`src/rtl/tc_pl_bus_spi_ctrl.sv`:
```
// SPI mode-0 master sequencer for the shared PL serial bus (ADC0, FDA0, DAC0, DAC1, LPL0).
// Handles one command at a time, and every output is driven directly from a register.
module tc_pl_bus_spi_ctrl #(
  parameter int AGP0_25  = 8,
  parameter int DW       = 32,
  parameter int DIV_HALF = 4,
  parameter int CS_SETUP = 2,
  parameter int CS_HOLD  = 2,
  parameter int CS_GAP   = 4
) (
  input  logic               clk,
  input  logic               rst,
  input  logic               cmd_valid,
  output logic               cmd_ready,
  input  logic [2:0]         cmd_dev,
  input  logic [5:0]         cmd_len,
  input  logic [DW-1:0]      cmd_wdata,
  output logic               rsp_valid,
  output logic               rsp_err,
  output logic [DW-1:0]      rsp_rdata,
  output logic               busy,
  output logic [AGP0_25-1:0] chip_sel,
  output logic               spi_CSN,
  output logic               spi_SCLK,
  output logic               spi_MOSI,
  input  logic               spi_MISO
);

  typedef enum logic [2:0] {IDLE, SETUP, SHIFT, HOLD, GAP} state_e;

  state_e               state_q;
  logic [7:0]           cnt_q;
  logic [7:0]           div_q;
  logic [5:0]           bit_q;
  logic [DW-1:0]        tx_q;
  logic [DW-1:0]        rx_q;
  logic                 ready_q;
  logic                 busy_q;
  logic                 rsp_valid_q;
  logic                 rsp_err_q;
  logic [DW-1:0]        rsp_rdata_q;
  logic [AGP0_25-1:0]   chip_sel_q;
  logic                 csn_q;
  logic                 sclk_q;
  logic                 mosi_q;

  logic                 cmd_err_d;
  logic [DW-1:0]        tx_init_d;
  logic [AGP0_25-1:0]   sel_init_d;

  // The write word is MSB-aligned at accept, so the bit on the wire is always tx_q[DW-1].
  always_comb begin
    cmd_err_d  = (cmd_dev >= 3'd5) || ({29'd0, cmd_dev} >= 32'(AGP0_25)) ||
                 (cmd_len == 6'd0) || ({26'd0, cmd_len} > 32'(DW));
    tx_init_d  = cmd_wdata << (7'(DW) - {1'b0, cmd_len});
    sel_init_d = {{(AGP0_25-1){1'b0}}, 1'b1} << cmd_dev;
  end

  always_ff @(posedge clk or negedge rst) begin
    if (!rst) begin
      state_q     <= IDLE;
      cnt_q       <= '0;
      div_q       <= '0;
      bit_q       <= '0;
      tx_q        <= '0;
      rx_q        <= '0;
      ready_q     <= 1'b1;
      busy_q      <= 1'b0;
      rsp_valid_q <= 1'b0;
      rsp_err_q   <= 1'b0;
      rsp_rdata_q <= '0;
      chip_sel_q  <= '0;
      csn_q       <= 1'b1;
      sclk_q      <= 1'b0;
      mosi_q      <= 1'b0;
    end else begin
      rsp_valid_q <= 1'b0;
      case (state_q)
        IDLE: begin
          if (cmd_valid) begin
            ready_q <= 1'b0;
            busy_q  <= 1'b1;
            if (cmd_err_d) begin
              // Rejected commands skip the bus entirely but still honour the CSN gap.
              state_q     <= GAP;
              cnt_q       <= 8'(CS_GAP - 1);
              rsp_valid_q <= 1'b1;
              rsp_err_q   <= 1'b1;
              rsp_rdata_q <= '0;
            end else begin
              state_q    <= SETUP;
              cnt_q      <= 8'(CS_SETUP - 1);
              chip_sel_q <= sel_init_d;
              csn_q      <= 1'b0;
              tx_q       <= tx_init_d;
              mosi_q     <= tx_init_d[DW-1];
              rx_q       <= '0;
              bit_q      <= cmd_len;
            end
          end
        end
        SETUP: begin
          if (cnt_q == 8'd0) begin
            state_q <= SHIFT;
            div_q   <= 8'(DIV_HALF - 1);
          end else begin
            cnt_q <= cnt_q - 8'd1;
          end
        end
        SHIFT: begin
          if (div_q != 8'd0) begin
            div_q <= div_q - 8'd1;
          end else if (!sclk_q) begin
            sclk_q <= 1'b1;
            rx_q   <= {rx_q[DW-2:0], spi_MISO};
            div_q  <= 8'(DIV_HALF - 1);
          end else begin
            sclk_q <= 1'b0;
            div_q  <= 8'(DIV_HALF - 1);
            bit_q  <= bit_q - 6'd1;
            if (bit_q == 6'd1) begin
              state_q <= HOLD;
              cnt_q   <= 8'(CS_HOLD - 1);
            end else begin
              tx_q   <= tx_q << 1;
              mosi_q <= tx_q[DW-2];
            end
          end
        end
        HOLD: begin
          if (cnt_q == 8'd0) begin
            state_q     <= GAP;
            cnt_q       <= 8'(CS_GAP - 1);
            csn_q       <= 1'b1;
            chip_sel_q  <= '0;
            mosi_q      <= 1'b0;
            rsp_valid_q <= 1'b1;
            rsp_err_q   <= 1'b0;
            rsp_rdata_q <= rx_q;
          end else begin
            cnt_q <= cnt_q - 8'd1;
          end
        end
        GAP: begin
          if (cnt_q == 8'd0) begin
            state_q <= IDLE;
            ready_q <= 1'b1;
            busy_q  <= 1'b0;
          end else begin
            cnt_q <= cnt_q - 8'd1;
          end
        end
        default: state_q <= IDLE;
      endcase
    end
  end

  assign cmd_ready = ready_q;
  assign busy      = busy_q;
  assign rsp_valid = rsp_valid_q;
  assign rsp_err   = rsp_err_q;
  assign rsp_rdata = rsp_rdata_q;
  assign chip_sel  = chip_sel_q;
  assign spi_CSN   = csn_q;
  assign spi_SCLK  = sclk_q;
  assign spi_MOSI  = mosi_q;

endmodule

```
`config.mk`:
```
export PLATFORM = sky130hd
export DESIGN_NAME = tc_pl_bus_spi_ctrl
export DESIGN_NICKNAME = d
export VERILOG_FILES = /design/src/rtl/tc_pl_bus_spi_ctrl.sv
export SDC_FILE = /design/constraint.sdc
export NUM_CORES = 1
export LEC_CHECK = 0
export CORE_ASPECT_RATIO = 0.8
export CORE_MARGIN = 3
export CORE_UTILIZATION = 40
export DETAILED_ROUTE_END_ITERATION = 6
export DONT_BUFFER_PORTS = 1
export PLACE_DENSITY = 0.61
export SYNTH_ARGS = -nofsm -noshare
export SYNTH_HDL_FRONTEND = slang
export SYNTH_SLANG_ARGS = --single-unit
export TNS_END_PERCENT = 1
```
`constraint.sdc`:
```
create_clock -name clk -period 4.35 [get_ports clk]
set_input_delay 0.435 -clock clk [delete_from_list [all_inputs] [get_ports clk]]
set_output_delay 0.435 -clock clk [all_outputs]
set_load 0.01 [all_outputs]
```
==> run_results.csv <==
group,metric,value,unit
die,core,0.01828,mm2
timing,timing.setup.tns,0,ps
grt,grt_pass1_vias,5738,
pwr,power_frac_seq,39.7,%
setup_path,end_kind,"register",
setup_path,worstPathRequired,4670,ps
placement,place_area,0.007639,mm2
synth,syn-num-nets,803,
synth,avgSynthCellArea,9.986,um2
run_status,status,"finished, violations left",
synth,synth_top_area_share,44.38,%
pwr,ir_drop,0.3026,mV
run_status,violations,"hold timing",
synth,ys.flop_type,"dfrtp_1",
layout,drive_above_1_share,11.88,%
timing,worst_pin_slew,922.7,ps
clock_tree,cts_tree,"yes",
layout,fillers,1708,
synth,ys_types,71,
setup_path,reg2reg_setup_slack,1250,ps
drt,drc,0,
timing,finalCritPeriodShare,71.21,%
synth,ys_ff_latch,135,
die,initial_core_util,41.03,%
placement,port_buffers,0,
clock_tree,cts_root_buf,"clkbuf_16",
layout,diodes,0,
synth,yosysWarnings,0,
synth,synth_area_leaders,"dfrtp_1, a22o_1, mux2i_1",
job,maxCapViolCount,0,
clock_tree,h-tree-depth,4,
synth,synth_cells,751,
timing,slew_violations,0,
pwr,p_int,2.955,mW
timing,whs,-26.21,ps
grt,grt_max_degree,136,
placement,gp_congestion,0.9763,
grt,overflow,0,
pwr,p_switching,1.552,mW
drt,wl_per_cell,19.24,um
clock_tree,clock_latency,420,ps
clock_tree,cts.clk_slew.worst_paths,60,ps
timing,min_period,3098,ps
setup_path,crit_type,"register to register",
drt,ant_nets,0,
clock_tree,post_cts_buffers,0,
synth,synthArstFlopShare,100.0,%
timing,clock.fmax,322.8,MHz
placement,dp_hpwl,13290,um
die,rows,44,
drt,detail_route.vias_per_cell,6.106,
synth,synth_commonest_cells,"dfrtp_1, nor2_1, a22o_1, nand2_1, o21ai_0",
setup_path,critPathMaxStageDelay,710,ps
layout,fin_cells,994,
setup_path,r2r_start,"state_q[2]",
drt,via_count,6069,
die,die_w,159.1,um
placement,dpl.cell_count,961,
drt,dr.pass1.iters,5,
grt,antenna_found_initial,0,
clock_tree,cts_inserted_buffers,17,
pwr,p_sw_share,34.44,%
setup_path,cp-start-kind,"register",
synth,synth_edf_count,0,
timing,final_hold_viol_count,5,
layout,final_net_count,780,
pwr,p_leak,3.547,nW
setup_path,critPathArrivalTime,3420,ps
layout,syn2layout_area_growth,10.66,%
synth,ys_seq_area_share,45.08,%
drt,dr.first_iter.drc_count,765,
drt,drt_wl_total,19130,um
die,ios,92,
setup_path,cp_max_fo,47,
timing,skew,13.33,ps
pwr,power_density,543.0,mW/mm2
setup_path,critPathLaunch,"state_q[2]",
layout,design_area,0.008299,mm2
synth,synth_most_common_cell,"dfrtp_1",
pwr,combPwrFrac,26.3,%
timing,setup_viol,0,
timing,rsz0062_at_grt,"false",
grt,grt_pass1_wl,31060,um
hold_path,hp-class,"input pin to asynchronous set/reset pin",
synth,synth_largest_area_cell,"dfrtp_1",
setup_path,crit_chain,"nor4b_2, o211ai_1, o21ai_2, a21boi_2, buf_4, nor2_1, a31oi_1",
synth,syn_area,0.007500,mm2
pwr,p_clk_share,34.0,%
clock_tree,cts_max_path_buffers,2,
timing,relSlewSlack,38.01,%
grt,grtUsageTotal,18.60,%
die,die_h,128.5,um
clock_tree,clkSinkCount,135,
setup_path,slowest_stage,"nor4b_2",
die,dieArea,0.02044,mm2
cell type report:
type,instances,area [um2],area share (%)
Sequential cell,135,3381,40.74
Timing Repair Buffer,15,132.6,1.598
Multi-Input combinational cell,544,3780,45.55
Clock buffer,19,452.9,5.458
Inverter,15,56.30,0.6784
Clock inverter,13,180.2,2.171
Tap cell,253,316.6,3.814
worst max-delay path, delay by kind of cell, from the launching register on:
family,cells,cell delay [ps]
AOI/OAI and AO/OA,4,1170
and+or+nand+nor,2,800
DFF,1,600
buffers and inverters,1,400
sequential cells by signal, summed over array words and instances, names as in the netlist, 3 cells and up:
register	cells
chip_sel	8
tx_q	31
state_q	3
cnt_q	8
div_q	8
bit_q	6
rx_q	32
rsp_rdata	32
repair_timing:
| action | 4_1_cts | 5_1_grt |
|---|---|---|
| resized for setup | 0 | 0 |
| hold buffers | 1 | 0 |
| hold endpoints to repair | 135 | 0 |
metrics by stage:
stage                     setup slack (ps)  power (mW)  util [%]
after floorplan                       1132       2.689         -
after global placement                1200       2.891     41.79
after detailed placement              1060       2.949     41.79
after CTS                             1244       4.531     45.41
after global routing                 894.6       4.780     45.41
final                                 1252       4.506     45.41
per-layer routing:
metal | up-vias | part of all wire [%] | GRT usage (%)
li1 | 2790 | - | -
met1 | 3021 | 46 | 26.11
met2 | 227 | 46 | 28.20
met3 | 31 | 6.8 | 4.924
met4 | 0 | 1.6 | 6.227
met5 | - | 0 | 0
cells by family after synthesis:
family          after synthesis  share of synthesized area [%]
fa+ha+maj                     7                          1.168
flops                       135                          45.08
compound gates              257                          23.96
xor+xnor                     11                          1.285
buf+inv                      72                          4.638
mux                          65                          10.71
simple gates                204                          13.16
worst paths after layout:
| check | endpoint | depth (start not counted) |
|---|---|---|
| max | tx_q[20] | 7 |
| min | bit_q[2] | 1 |
| max reg2reg | tx_q[20] | 7 |
| min reg2reg | tx_q[22] | 1 |
| max in group asynchronous | rx_q[25] | 1 |
| min in group clk | chip_sel[2] | 1 |
power by group through the flow:
| stage | logic [mW] | registers, mW | clock network (mW) |
|---|---|---|---|
| after floorplan | 0.983 | 1.71 | 0 |
| after global placement | 1.10 | 1.79 | 0 |
| after detailed placement | 1.15 | 1.80 | 0 |
| after CTS | 1.18 | 1.78 | 1.57 |
| after global routing | 1.34 | 1.82 | 1.62 |
| final | 1.19 | 1.79 | 1.53 |
layout by cell type, fill, tap and decap left out, drive strengths merged, types with 5 or more instances in the layout:
cell / Yosys / routed
dfrtp: 133 / 133
a221oi: 6 / 6
nor4: 5 / 5
a22oi: 10 / 10
clkbuf: 23 / 19
nor2: 69 / 69
mux4: 11 / 11
ha: 7 / 7
mux2i: 42 / 42
nand2b: 5 / 5
nand3: 18 / 18
o31ai: 5 / 5
a41oi: 5 / 5
a21o: 6 / 6
a22o: 66 / 66
mux2: 12 / 12
a31oi: 9 / 9
xor2: 8 / 8
nand4: 6 / 6
inv: 15 / 23
o211ai: 6 / 6
o21ai: 53 / 53
buf: 34 / 15
nor4b: 5 / 5
a32oi: 5 / 5
o22ai: 10 / 10
nor3: 12 / 12
nand2: 59 / 59
a21oi: 49 / 49
(Power assumes the default switching activity.)
